## src/rtl/motoro3_pwm_meter_pkg.sv

```systemverilog
// Shared definitions for the motor PWM meter.
// Holds the 2-bit FSM state encoding and the default counter / filter sizes
// that the PWM generator and its self-test logic also rely on.
package motoro3_pwm_meter_pkg;

    localparam int CNT_W_DEF    = 13;
    localparam int FILT_LEN_DEF = 2;

    typedef enum logic [1:0] {
        ST_SYNC  = 2'd0,
        ST_HIGH  = 2'd1,
        ST_LOW   = 2'd2,
        ST_STUCK = 2'd3
    } meter_state_e;

endpackage

```

## src/rtl/motoro3_pwm_meter_in_filter.sv

```systemverilog
// Input conditioning for the PWM meter: 2-flop synchronizer followed by a
// run-length filter. The filtered level only follows the pin after FILT_LEN
// consecutive synchronized samples disagree with it, so shorter pulses vanish.
// Both edges see the same latency (2 + FILT_LEN cycles), keeping widths exact.
// Ports:
//   clk      in   system clock
//   nRst     in   asynchronous active-low reset
//   pwm_i    in   raw asynchronous PWM line
//   level_o  out  filtered level
//   rise_o   out  one-cycle pulse in the first cycle of a filtered high
//   fall_o   out  one-cycle pulse in the first cycle of a filtered low
module motoro3_pwm_meter_in_filter #(
    parameter int FILT_LEN = 2
) (
    input  logic clk,
    input  logic nRst,
    input  logic pwm_i,
    output logic level_o,
    output logic rise_o,
    output logic fall_o
);

    logic       sync1_q;
    logic       sync2_q;
    logic [2:0] run_q;
    logic [2:0] run_d;
    logic       level_q;
    logic       level_d;
    logic       rise_q;
    logic       fall_q;

    // run_q counts how many consecutive samples have disagreed so far; the
    // level flips on the FILT_LEN-th disagreeing sample.
    always_comb begin
        run_d   = '0;
        level_d = level_q;
        if (sync2_q != level_q) begin
            if (run_q == 3'(FILT_LEN - 1)) begin
                level_d = sync2_q;
            end else begin
                run_d = run_q + 3'd1;
            end
        end
    end

    always_ff @(posedge clk or negedge nRst) begin
        if (!nRst) begin
            sync1_q <= 1'b0;
            sync2_q <= 1'b0;
            run_q   <= '0;
            level_q <= 1'b0;
            rise_q  <= 1'b0;
            fall_q  <= 1'b0;
        end else begin
            sync1_q <= pwm_i;
            sync2_q <= sync1_q;
            run_q   <= run_d;
            level_q <= level_d;
            rise_q  <= level_d & ~level_q;
            fall_q  <= ~level_d & level_q;
        end
    end

    assign level_o = level_q;
    assign rise_o  = rise_q;
    assign fall_o  = fall_q;

endmodule

```

## src/rtl/motoro3_pwm_meter.sv

```systemverilog
// Receive-side PWM meter: measures high and low time of one PWM line in clk
// cycles and publishes one high/low pair per complete period, plus stuck flags
// when a level outlasts the counter range.
// Ports:
//   clk        in   system clock (10 MHz)
//   nRst       in   asynchronous active-low reset
//   pwmIn      in   asynchronous PWM line under measurement
//   clr        in   synchronous clear: abandon current period, clear flags
//   measHigh   out  high cycles of the last complete period
//   measLow    out  low cycles of the last complete period
//   measValid  out  one-cycle pulse when measHigh/measLow update
//   stuckHigh  out  high level saturated the counter (sticky)
//   stuckLow   out  low level saturated the counter (sticky)
module motoro3_pwm_meter
    import motoro3_pwm_meter_pkg::*;
#(
    parameter int CNT_W    = CNT_W_DEF,
    parameter int FILT_LEN = FILT_LEN_DEF
) (
    input  logic             clk,
    input  logic             nRst,
    input  logic             pwmIn,
    input  logic             clr,
    output logic [CNT_W-1:0] measHigh,
    output logic [CNT_W-1:0] measLow,
    output logic             measValid,
    output logic             stuckHigh,
    output logic             stuckLow
);

    localparam logic [CNT_W-1:0] CNT_MAX = '1;

    logic             level;
    logic             rise;
    logic             fall;

    logic [CNT_W-1:0] cnt_q;
    logic [CNT_W-1:0] cnt_d;
    logic             cntSat;

    meter_state_e     state_q;
    logic [CNT_W-1:0] hiHold_q;
    logic [CNT_W-1:0] measHigh_q;
    logic [CNT_W-1:0] measLow_q;
    logic             measValid_q;
    logic             stuckHigh_q;
    logic             stuckLow_q;

    motoro3_pwm_meter_in_filter #(
        .FILT_LEN (FILT_LEN)
    ) u_filter (
        .clk     (clk),
        .nRst    (nRst),
        .pwm_i   (pwmIn),
        .level_o (level),
        .rise_o  (rise),
        .fall_o  (fall)
    );

    // Level-length counter: restarts at 1 on every filtered edge and sticks
    // at all-ones, so its value on the next edge pulse is the level width.
    always_comb begin
        cnt_d = cnt_q;
        if (rise || fall) begin
            cnt_d = CNT_W'(1);
        end else if (cnt_q != CNT_MAX) begin
            cnt_d = cnt_q + CNT_W'(1);
        end
    end

    assign cntSat = (cnt_q == CNT_MAX);

    always_ff @(posedge clk or negedge nRst) begin
        if (!nRst) begin
            cnt_q <= '0;
        end else begin
            cnt_q <= cnt_d;
        end
    end

    // Measurement FSM. A period is reported only when a full high followed
    // by a full low has been seen since SYNC; clr overrides any pending
    // report in the same cycle.
    always_ff @(posedge clk or negedge nRst) begin
        if (!nRst) begin
            state_q     <= ST_SYNC;
            hiHold_q    <= '0;
            measHigh_q  <= '0;
            measLow_q   <= '0;
            measValid_q <= 1'b0;
            stuckHigh_q <= 1'b0;
            stuckLow_q  <= 1'b0;
        end else begin
            measValid_q <= 1'b0;
            if (clr) begin
                state_q     <= ST_SYNC;
                hiHold_q    <= '0;
                stuckHigh_q <= 1'b0;
                stuckLow_q  <= 1'b0;
            end else begin
                case (state_q)
                    ST_SYNC: begin
                        if (rise) begin
                            state_q <= ST_HIGH;
                        end
                    end
                    ST_HIGH: begin
                        if (fall) begin
                            hiHold_q <= cnt_q;
                            state_q  <= ST_LOW;
                        end else if (cntSat) begin
                            // level is high here; it selects the flag
                            stuckHigh_q <= level;
                            stuckLow_q  <= ~level;
                            state_q     <= ST_STUCK;
                        end
                    end
                    ST_LOW: begin
                        if (rise) begin
                            measHigh_q  <= hiHold_q;
                            measLow_q   <= cnt_q;
                            measValid_q <= 1'b1;
                            state_q     <= ST_HIGH;
                        end else if (cntSat) begin
                            stuckHigh_q <= level;
                            stuckLow_q  <= ~level;
                            state_q     <= ST_STUCK;
                        end
                    end
                    ST_STUCK: begin
                        if (rise) begin
                            stuckHigh_q <= 1'b0;
                            stuckLow_q  <= 1'b0;
                            state_q     <= ST_HIGH;
                        end else if (fall) begin
                            stuckHigh_q <= 1'b0;
                            stuckLow_q  <= 1'b0;
                            state_q     <= ST_SYNC;
                        end
                    end
                    default: begin
                        state_q <= ST_SYNC;
                    end
                endcase
            end
        end
    end

    assign measHigh  = measHigh_q;
    assign measLow   = measLow_q;
    assign measValid = measValid_q;
    assign stuckHigh = stuckHigh_q;
    assign stuckLow  = stuckLow_q;

endmodule
```

## config.mk

```make
export PLATFORM = sky130hd
export DESIGN_NAME = motoro3_pwm_meter
export DESIGN_NICKNAME = d
export VERILOG_FILES = /design/src/rtl/motoro3_pwm_meter_pkg.sv /design/src/rtl/motoro3_pwm_meter_in_filter.sv /design/src/rtl/motoro3_pwm_meter.sv
export SDC_FILE = /design/constraint.sdc
export NUM_CORES = 1
export LEC_CHECK = 0
export ABC_AREA = 1
export CORE_ASPECT_RATIO = 1.4
export CORE_MARGIN = 8
export CORE_UTILIZATION = 55
export CTS_BUF_LIST = sky130_fd_sc_hd__clkbuf_16
export DETAILED_ROUTE_END_ITERATION = 8
export PLACE_DENSITY = 0.79
export SYNTH_ARGS = -nofsm -noshare
export SYNTH_HDL_FRONTEND = slang
export SYNTH_HIERARCHICAL = 1
export SYNTH_SLANG_ARGS = --single-unit
```

## constraint.sdc

```tcl
create_clock -name clk -period 1.66 [get_ports clk]
set_input_delay 0.166 -clock clk [delete_from_list [all_inputs] [get_ports clk]]
set_output_delay 0.166 -clock clk [all_outputs]
set_load 0.005 [all_outputs]
```

== After elaboration in Yosys (flattened, before gate mapping) ==
Cells that the tools add are included.
Storage, ports and cells
  register bits: 65
  bits of input ports: 4
  output and inout bits: 29
Cells by class
  $add $sub $neg: 2
  equality and inequality tests: 11
  multiplexer cells: 32
  bitwise operators: 5
  reduce and logical (&&, ||, !) cells: 10
Operators by type and width (number)
  13-bit 2-to-1 mux: 5
  1-bit 2-to-1 mux: 15
  2-bit 2-to-1 mux: 7
  13-bit by 1-bit adder with 13-bit output (second input constant): 1
  13-bit equality test (second input constant): 1
  13-bit inequality test (second input constant): 1
  2-bit case mux with 4 select lines: 1
  3-bit 2-to-1 mux: 2
  3-bit inequality test (second input constant): 2
  1-bit case mux with 3 select lines: 2
  2-bit nonzero test: 3
  2-bit equality test (second input constant): 2
  4-bit by 2-bit inequality test with 1-bit output (second input constant): 1
  2-bit AND reduction: 2
  4-bit AND reduction: 1
  4-bit nonzero test: 1
  3-bit by 1-bit adder with 3-bit output (second input constant): 1
  3-bit by 1-bit equality test with 1-bit output (second input constant): 1
  3-bit by 2-bit inequality test with 1-bit output (second input constant): 1
  1-bit inverter: 3
  3-bit AND reduction: 1
  1-bit bitwise AND: 2
  2-bit by 1-bit equality test with 1-bit output (second input constant): 1
  2-bit logical NOT: 1
  2 further kinds: 2

== Depth between registers and ports, before layout ==
Gate-level depths: netlist (run 1).
  depth after elaboration: 5
  gate-level depth with buffers: 9

== Hierarchy ==
The synthesis (run 1) kept the hierarchy.
By module, submodules not included
  motoro3_pwm_meter: instances 1, cells an instance 268, area an instance 2506.2 um2, seq. area each 1426.4 um2
  motoro3_pwm_meter_in_filter: instances 1, cells an instance 29, area an instance 291.5 um2, seq. area each 200.2 um2

== Worst setup path before layout (run 1) ==
No wires, ideal clock.
  path kind: flip-flop to flip-flop
  start: register cnt_q[0]
  end: register stuckHigh_q, in the netlist stuckHigh
  setup time: 116 ps
  arrival: 1236 ps
  path slack: 308 ps
  cell stages (with the launch flop): 9
  period minus slack after synthesis: 1352 ps
  cells stage by stage: dfrtp_1 ha_1 nand3_4 nor2_8 nand3_2 nand2_2 nand2_2 nand2_1 nand2_1
Between the ends
  longest elaborated chain between the ends: 5
  elaborated cells on any way between the ends: 6
  classes of those cells: 1 x eq/ne; 5 x mux
RTL lines
  from (decl): RTL line motoro3_pwm_meter.sv:37  | logic [CNT_W-1:0] cnt_q;
  from (signal assigned): RTL line motoro3_pwm_meter.sv:77  | cnt_q <= cnt_d;
  13-bit equality test *: RTL line motoro3_pwm_meter.sv:71  | assign cntSat = (cnt_q == CNT_MAX);
  1-bit 2-to-1 mux *
  1-bit 2-to-1 mux, on equally long branches
  1-bit case mux with 3 select lines *
  1-bit 2-to-1 mux *
  to (signal assigned): RTL line motoro3_pwm_meter.sv:113  | stuckHigh_q <= level;
  to (signal assigned): RTL line motoro3_pwm_meter.sv:125  | stuckHigh_q <= level;
  to (decl): RTL line motoro3_pwm_meter.sv:46  | logic stuckHigh_q;
Mark *: on every way between the ends. The rest lies on a longest branch, timed or not. The select of a mux whose other input is x is not followed.
A chain may end at the register's enable or synchronous reset.

== Final worst setup path (run 1) ==
  start: register cnt_q[0]
  end: register stuckLow_q, in the netlist stuckLow
Between the ends
  longest elaborated chain between the ends: 5
  elaborated cells on any way between the ends: 6
  classes of those cells: 1 x eq/ne; 5 x mux
RTL lines
  13-bit equality test *: RTL line motoro3_pwm_meter.sv:71
  1-bit 2-to-1 mux *
  1-bit 2-to-1 mux, on equally long branches
  1-bit case mux with 3 select lines *
  1-bit 2-to-1 mux *
  to (signal assigned): RTL line motoro3_pwm_meter.sv:114  | stuckLow_q <= ~level;
  to (signal assigned): RTL line motoro3_pwm_meter.sv:126  | stuckLow_q <= ~level;
  to (decl): RTL line motoro3_pwm_meter.sv:47  | logic stuckLow_q;
Marks and branches as above.

==> flow_metrics.tcl, run 1 <==
set metrics [dict create \
    cts.sinks 65 \
    finalPower_w 0.00436 \
    totalWireLength_um 5510 \
    skew_ps 5.16 \
    die_x_um 76.3 \
    cts_tree "done" \
    ir_worst_vdd_mv 1.26 \
    highest_layer "met4" \
    clock.fmax_mhz 673 \
    syn-num-nets 302 \
    wl_met3_um 338 \
    detail_route.first_pass.iterations 4 \
    grt_setup_unrepaired "no" \
    root_buffer "clkbuf_16" \
    clk_pin_slew_ps 50 \
    max_stage_delay_ps 400 \
    die_h_um 100 \
    route.vias.total 2101 \
    initial_core_util_pct 57.3 \
    reg2reg_from "cnt_q[0]$_DFFE_PN0P_" \
    cts_max_path_buffers 2 \
    crit_arrival_ps 1700 \
    worst_path_max_delay_cell "dfrtp_1" \
    rows 30 \
    worstHoldPathType "primary input to flop" \
    grt_pass1_vias 2168 \
    syn_inst 297 \
    wl_met1_um 2220 \
    hold_viol_final 0 \
    max_slew_margin_pct 71.6 \
    dieArea_mm2 0.00766 \
    holdWs_ps 295 \
    placeableCoreArea_mm2 0.00488 \
    wl_per_cell_um 13.6 \
    status "finished clean" \
    crit_fanout 7 \
    grt_max_degree 54 \
    worst_setup_path_start_kind "flop" \
    finalCritPeriodShare_pct 89.5 \
    cp-end-kind "flop" \
    drive_gt1_share_pct 12.3 \
    tightest_slew_ps 426 \
    p_per_area_mw_per_mm2 1250 \
    numCtsBuffers 9 \
    synth.avg_cell_area_um2 9.42 \
    maxCapViolations 0 \
    route.detailed.drc 0 \
    grt_remaining_overflow 0 \
    insertion_delay_ps 320 \
    port_buffers 32 \
    grt.total_usage_pct 15.9 \
    antenna_found_initial 0 \
    hpwl_um 3940 \
    crit_required_ps 1870 \
    pin_count 33 \
    worstPathBufferInverterCount 0 \
    nFillCells 352 \
    period_minus_slack_ps 1490 \
    worstSetupStartpoint "cnt_q[0]$_DFFE_PN0P_" \
    synth-seq-area-share_pct 58.1 \
    via_per_inst 5.17 \
    crit_type "flop to flop" \
    drt_iter0_markers 123 \
    cts_resized 0 \
    grt_pass1_wl_um 9770 \
    leakage_nw 1.64 \
    path_delay_family "simple AND/OR/NAND/NOR gates" \
    antenna_cells 0 \
    ys_seq_elements 65 \
    maxSlewViolCount 0 \
    syn_area_mm2 0.00280 \
    setup_viol 0 \
    hold_start "pwmIn" \
    area_growth_pct 24.7 \
    tns_ps 0 \
    crit_chain "ha_1 > nand3_4 > nor2_8 > nand3_2 > nand2_2 > nand2_2 > nand2_1 > nand2_1" \
    ant_nets 0 \
    globalplace.congestion 0.923 \
    wl_met2_um 2810 \
    synth_cell_types 29 \
    num-nets-final 342 \
    htreeDepth 3 \
    yosys_warnings 6 \
]
logic make-up (layout without fill, tap and decap cells):
| group | Yosys count | count (layout) | share of synthesized area, % |
|---|---|---|---|
| flops | 65 | 65 | 58.1 |
| xor+xnor | 3 | 3 | 0.939 |
| fa+ha+maj | 1 | 1 | 0.447 |
| compound gates | 58 | 58 | 11.5 |
| simple gates | 118 | 118 | 21.2 |
| buf+inv | 52 | 97 | 7.74 |
sequential cells by signal, indices dropped and copies added (netlist names), 2 cells and up:
name            flops
hiHold_q           13
measHigh           13
u_filter/run_q      3
measLow            13
state_q             2
cnt_q              13
worst paths after layout:
| path | endpoint | slack [ps] | depth (start not counted) |
|---|---|---|---|
| min reg2reg | u_filter/sync2_q$_DFF_PN0_ | 350 | 0 |
| min in group asynchronous | measHigh[4]$_DFFE_PN0P_ | 320 | 2 |
| max reg2reg | stuckLow$_DFFE_PN0P_ | 170 | 8 |
| max | stuckLow$_DFFE_PN0P_ | 170 | 8 |
| min | u_filter/sync1_q$_DFF_PN0_ | 290 | 1 |
| max in group asynchronous | state_q[1]$_DFFE_PN0P_ | 760 | 3 |
layout by cell type (no fill, tap or decap), types with 6 or more instances in the layout:
cell / count
clkbuf_16: 9
clkdlybuf4s50_1: 31
dfrtp_1: 65
inv_1: 39
inv_2: 6
nand2_1: 65
nand3_1: 17
nor2_1: 12
o21ai_1: 32
o22ai_1: 13
through the flow:
step,util [%],setup slack [ps],cells,instance area [um^2]
2_1_floorplan,-,308,297,2800
3_3_place_gp,65.6,242,389,3200
3_5_place_dp,65.6,176,389,3200
4_1_cts,71.5,161,406,3490
5_1_grt,71.5,71.1,406,3490
6_report,71.5,174,406,3490
final cells by class:
cell class                      instances  area (um^2)  share of cell area [%]
Sequential cell                        65         1630                    46.6
Multi-Input combinational cell        180          955                    27.4
Timing Repair Buffer                   37          380                    10.9
Clock buffer                            9          225                    6.46
Inverter                               44          168                    4.81
Tap cell                               64         80.1                    2.30
Clock inverter                          7         53.8                    1.54
routing by layer:
| metal | up-vias | global-route usage, % |
|---|---|---|
| met4 | 0 | 9.66 |
| met5 | - | 0 |
| met1 | 966 | 16.7 |
| li1 | 1057 | - |
| met2 | 62 | 26.8 |
| met3 | 16 | 5.90 |
synth_stat cells, drive strengths merged:
cell type	instances	area, um^2
o21ai	37	196
dfrtp	65	1630
a31oi	4	25.0
inv	44	168
nor3	5	47.5
o22ai	13	81.3
nor2	16	83.8
or2	1	6.26
nand2	70	280
buf	8	48.8
nand4	4	25.0
xnor2	1	8.76
xor2	2	17.5
ha	1	12.5
nand3	22	150
a21oi	4	20.0
what timing repair did:
item	4_1_cts	5_1_grt
endpoints found under the setup margin	0	0
hold buffers	1	0
buffers inserted	0	0
hold endpoints to repair	17	0
power by group:
part           leakage [nW]  total (W)  internal, W  switching, W
clock                 0.144    0.00173      0.00113      0.000596
sequential            0.888    0.00193      0.00174      0.000191
combinational         0.612   0.000701     0.000253      0.000448
(Power assumes the default switching activity.)
==> run 2, diff against run 1 <==
--- a/config.mk
+++ b/config.mk
@@ -5,7 +5,6 @@
 export SDC_FILE = /design/constraint.sdc
 export NUM_CORES = 1
 export LEC_CHECK = 0
-export ABC_AREA = 1
 export CORE_ASPECT_RATIO = 1.4
 export CORE_MARGIN = 8
 export CORE_UTILIZATION = 55
==> constraint.sdc (replaced) <==
create_clock -name clk -period 1.66 [get_ports clk]
set_input_delay 0.166 -clock clk [delete_from_list [all_inputs] [get_ports clk]]
set_output_delay 0.166 -clock clk [all_outputs]
set_load 0.01 [all_outputs]
==> flow_metrics.tcl, run 2 <==
set metrics [dict create \
    status "finished clean" \
    grt_pass1_wl_um 9940 \
    cp-end-kind "flop" \
    yosysMostFrequentCell "dfrtp_1" \
    wl_met1_um 2420 \
    syn-num-nets 223 \
    wl_met2_um 2880 \
    area_growth_pct 31.3 \
    totalWireLength_um 5700 \
    initial_core_util_pct 55.8 \
    crit_type "primary input to flop" \
    htreeDepth 3 \
    synth-edff-count 0 \
    skew_ps 4.60 \
    cts_max_path_buffers 2 \
    antenna_found_initial 0 \
    worstHoldPathType "primary input to flop" \
    finalCritPeriodShare_pct 96.7 \
    grt_remaining_overflow 0 \
    port_buffers 32 \
    via_per_inst 5.59 \
    synth_commonest_cells "dfrtp_1, mux2_4, nor2_1, nand2_1, a22o_1" \
    pin_count 33 \
    insertion_delay_ps 330 \
    design_area_mm2 0.00372 \
    ir_worst_vdd_mv 1.14 \
    cts_tree "done" \
    numCtsBuffers 9 \
    wl_per_cell_um 16.4 \
    syn_inst 218 \
    route.detailed.drc 0 \
    reg2reg_from "cnt_q[0]$_DFFE_PN0P_" \
    yosysTopAreaCellShare_pct 57.4 \
    drive_gt1_share_pct 30.1 \
    synthArstFlopShare_pct 100 \
    crit_chain "clkdlybuf4s50_1 > nor4b_4 > buf_12 > mux2_2" \
    yosys_warnings 6 \
    worstSetupEndpoint "measHigh[12]$_DFFE_PN0P_" \
    crit_arrival_ps 1810 \
    yosys-top-cells-area "dfrtp_1, mux2_4, a22o_1" \
    root_buffer "clkbuf_16" \
    tightest_slew_ps 641 \
    grt_max_degree 66 \
    die_x_um 76.7 \
    hold_viol_final 0 \
    antenna_cells 0 \
    cts.sinks 65 \
    route.vias.total 1946 \
    synth-seq-area-share_pct 57.4 \
    max_slew_margin_pct 57.2 \
    worst_setup_path_start_kind "primary input" \
    clock.fmax_mhz 623 \
    grt_pass1_vias 2086 \
    globalplace.congestion 0.880 \
    p_per_area_mw_per_mm2 1210 \
    dieArea_mm2 0.00774 \
    maxSlewViolCount 0 \
    rows 31 \
    synth_top_cell_by_area "dfrtp_1" \
    synth.avg_cell_area_um2 13.0 \
    leakage_nw 1.70 \
    r2r_slack_ps 80 \
    worstSetupStartpoint "clr" \
    nFillCells 328 \
    setup_viol 0 \
    maxCapViolations 0 \
    worst_path_max_delay_cell "clkdlybuf4s50_1" \
    hpwl_um 3900 \
    synth_cell_types 46 \
    num-nets-final 282 \
    clk_pin_slew_ps 50 \
    highest_layer "met4" \
    period_minus_slack_ps 1610 \
    r2r_cells 5 \
    final_cell_mix "dfrtp_1, clkdlybuf4s50_1, buf_4" \
    crit_fanout 27 \
    wl_met3_um 284 \
    max_stage_delay_ps 610 \
    r2r_end "cnt_q[3]$_DFFE_PN0P_" \
    detail_route.first_pass.iterations 4 \
    ys.flop_type "dfrtp_1" \
    ys_seq_elements 65 \
    crit_required_ps 1870 \
    regArea_mm2 0.00163 \
    grt.total_usage_pct 16.1 \
    ant_nets 0 \
    drt_iter0_markers 114 \
    placed_area_mm2 0.00336 \
    layout_commonest_cell "dfrtp_1" \
    syn_area_mm2 0.00284 \
    die_h_um 101 \
    multi_input_area_mm2 0.00114 \
    holdWs_ps 279 \
    placeableCoreArea_mm2 0.00508 \
]
## run 2: power breakdown
part | internal (W) | switching (W) | total, W
combinational | 0.000334 | 0.000351 | 0.000686
sequential | 0.00170 | 0.000136 | 0.00184
clock | 0.00131 | 0.000670 | 0.00198
total | 0.00335 | 0.00116 | 0.00450
## run 2: per-stage QoR
| stage | util, % | total power, W | setup WS (ps) | std cells | TNS, ps |
|---|---|---|---|---|---|
| 2_1_floorplan | - | 0.00221 | 25.7 | 218 | 0 |
| 3_3_place_gp | 66.2 | 0.00247 | -295 | 331 | -6970 |
| 3_5_place_dp | 66.2 | 0.00250 | -356 | 331 | -9100 |
| 4_1_cts | 72.8 | 0.00450 | 53.8 | 348 | 0 |
| 5_1_grt | 73.3 | 0.00470 | -5.62 | 348 | -5.62 |
| 6_report | 73.3 | 0.00450 | 54.4 | 348 | 0 |
## run 2: how the worst min path moves through the flow
stage                                             end  slack (ps)   from  cells past startpoint
after floorplan                  cnt_q[0]$_DFFE_PN0P_        -130   nRst                      0
after global placement    u_filter/run_q[2]$_DFF_PN0_         200   nRst                      2
after detailed placement  u_filter/run_q[1]$_DFF_PN0_         210   nRst                      2
after CTS                  u_filter/sync1_q$_DFF_PN0_         270  pwmIn                      1
after global routing       u_filter/sync1_q$_DFF_PN0_         280  pwmIn                      1
final                      u_filter/sync1_q$_DFF_PN0_         280  pwmIn                      1
## run 2: kinds of logic (layout without fill, tap and decap cells)
group,after synthesis,count (layout),synth area share (%)
compound gates,45,45,11.6
xor+xnor,2,2,0.618
fa+ha+maj,1,1,0.441
buf+inv,14,78,3.57
flops,65,65,57.4
mux,28,28,13.7
simple gates,63,63,12.7
## run 2: critical path: cells and delay by family
family,cells,cell delay [ps]
and+or+nand+nor,1,400
buffers and inverters,2,860
muxes,1,360
## run 2: final cells by class
cell class,instances,area share [%]
well taps,66,2.22
multi-input cells,139,30.6
clock inverters,7,2.55
repair buffers,58,14.4
clock buffers,9,6.05
flip-flops and latches,65,43.7
inverters,4,0.403
## run 2: metal layers
metal	vias to the layer above	GRT usage, %
met4	0	8.92
met3	9	5.71
met1	970	17.3
li1	918	-
met5	-	0
met2	49	26.9
## run 2: timing repair
action	in CTS	in global routing
hold buffers	1	0
hold endpoints to repair	65	0
setup endpoints to repair	13	17
buffers inserted	0	0
gates resized for setup	2	4
==> run 3, diff against run 2 <==
--- a/config.mk
+++ b/config.mk
@@ -5,12 +5,14 @@
 export SDC_FILE = /design/constraint.sdc
 export NUM_CORES = 1
 export LEC_CHECK = 0
+export ABC_AREA = 1
 export CORE_ASPECT_RATIO = 1.4
 export CORE_MARGIN = 8
 export CORE_UTILIZATION = 55
 export CTS_BUF_LIST = sky130_fd_sc_hd__clkbuf_16
 export DETAILED_ROUTE_END_ITERATION = 8
-export PLACE_DENSITY = 0.79
+export MAX_ROUTING_LAYER = met4
+export PLACE_DENSITY_LB_ADDON = 0.15
 export SYNTH_ARGS = -nofsm -noshare
 export SYNTH_HDL_FRONTEND = slang
 export SYNTH_HIERARCHICAL = 1
==> flow_metrics.tcl, run 3 (same netlist as run 1, synthesis figures left out) <==
set metrics [dict create \
    grt_pass1_vias 2065 \
    crit_fanout 7 \
    maxSlewViolCount 0 \
    pin_count 33 \
    hpwl_um 3790 \
    area_growth_pct 23.3 \
    die_h_um 100 \
    nFillCells 372 \
    insertion_delay_ps 320 \
    crit_type "flop to flop" \
    period_minus_slack_ps 1470 \
    ant_nets 0 \
    totalWireLength_um 5350 \
    status "finished clean" \
    antenna_found_initial 0 \
    cts_max_path_buffers 2 \
    numCtsBuffers 9 \
    route.vias.total 2101 \
    ir_worst_vdd_mv 0.958 \
    cts.sinks 65 \
    skew_ps 5.64 \
    holdWs_ps 288 \
    p_per_area_mw_per_mm2 1210 \
    finalCritPeriodShare_pct 88.4 \
    dieArea_mm2 0.00766 \
    tightest_slew_ps 387 \
    globalplace.congestion 0.917 \
    crit_arrival_ps 1670 \
    grt_max_degree 66 \
    hold_viol_final 0 \
    grt.total_usage_pct 15.8 \
    grt_remaining_overflow 0 \
    drive_gt1_share_pct 12.1 \
    preCtsSetupSlack_ps 193 \
    worst_setup_path_start_kind "flop" \
    setup_viol 0 \
    via_per_inst 5.21 \
    final_cell_mix "nand2_1, dfrtp_1, inv_1" \
    antenna_cells 0 \
    worstHoldPathType "primary input to flop" \
    postCtsSetupBuffers 0 \
    drt_iter0_markers 173 \
    placeableCoreArea_mm2 0.00488 \
    root_buffer "clkbuf_16" \
    clock.fmax_mhz 681 \
    grt_pass1_wl_um 9420 \
    cts_tree "done" \
    cp-end-kind "flop" \
    tns_ps 0 \
    crit_required_ps 1860 \
    final_core_util_pct 70.7 \
    route.detailed.drc 0 \
    htreeDepth 3 \
    detail_route.first_pass.iterations 4 \
    rows 30 \
    maxCapViolations 0 \
    max_slew_margin_pct 74.2 \
    cts_resized 0 \
    leakage_nw 1.63 \
    port_buffers 32 \
    wl_per_cell_um 13.3 \
    cts_hold_buffers 1 \
    die_x_um 76.3 \
    setup_ws_ps 192 \
    grt_setup_unrepaired "no" \
    num-nets-final 342 \
    clk_pin_slew_ps 50 \
    initial_core_util_pct 57.3 \
]
## run 3: metrics by stage
step / power [W] / cells / cell area, um^2
6_report: 0.00418 / 403 / 3450
5_1_grt: 0.00441 / 403 / 3450
4_1_cts: 0.00421 / 403 / 3450
3_5_place_dp: 0.00267 / 389 / 3200
3_3_place_gp: 0.00264 / 389 / 3200
2_1_floorplan: 0.00245 / 297 / 2800
## run 3: area by class of cell
type	instances	area [um^2]	share of cell area, %
Clock buffer	9	225	6.53
Timing Repair Buffer	37	380	11.0
Multi-Input combinational cell	180	955	27.7
Clock inverter	4	16.3	0.471
Inverter	44	168	4.86
Tap cell	64	80.1	2.32
Sequential cell	65	1630	47.1
## run 3: final timing paths
path / from / end / slack [ps] / cells after the start
min in group asynchronous: nRst / measHigh[4]$_DFFE_PN0P_ / 380 / 3
setup / recovery: cnt_q[0]$_DFFE_PN0P_ / stuckLow$_DFFE_PN0P_ / 190 / 8
setup reg to reg: cnt_q[0]$_DFFE_PN0P_ / stuckLow$_DFFE_PN0P_ / 190 / 8
max in group asynchronous: nRst / hiHold_q[9]$_DFFE_PN0P_ / 990 / 3
hold reg to reg: u_filter/sync1_q$_DFF_PN0_ / u_filter/sync2_q$_DFF_PN0_ / 350 / 0
hold / removal: pwmIn / u_filter/sync1_q$_DFF_PN0_ / 290 / 1
## run 3: per-layer routing
layer / GRT usage (%) / wire length [um] / share of wire (%)
met1: 17.2 / 2250 / 42
met2: 25.1 / 2720 / 51
met3: 5.64 / 285 / 5.3
met4: 8.02 / 99 / 1.8
met5: - / 0 / 0
## run 3: power breakdown
part	total [W]	switching, W	internal, W
sequential	0.00194	0.000193	0.00174
combinational	0.000704	0.000451	0.000253
clock	0.00154	0.000576	0.000961
## run 3: worst max-delay path, cell delays in order (launching register included)
cell	delay (ps)
dfrtp_1	400
ha_1	300
nand3_4	130
nor2_8	200
nand3_2	80
nand2_2	90
nand2_2	50
nand2_1	50
nand2_1	40
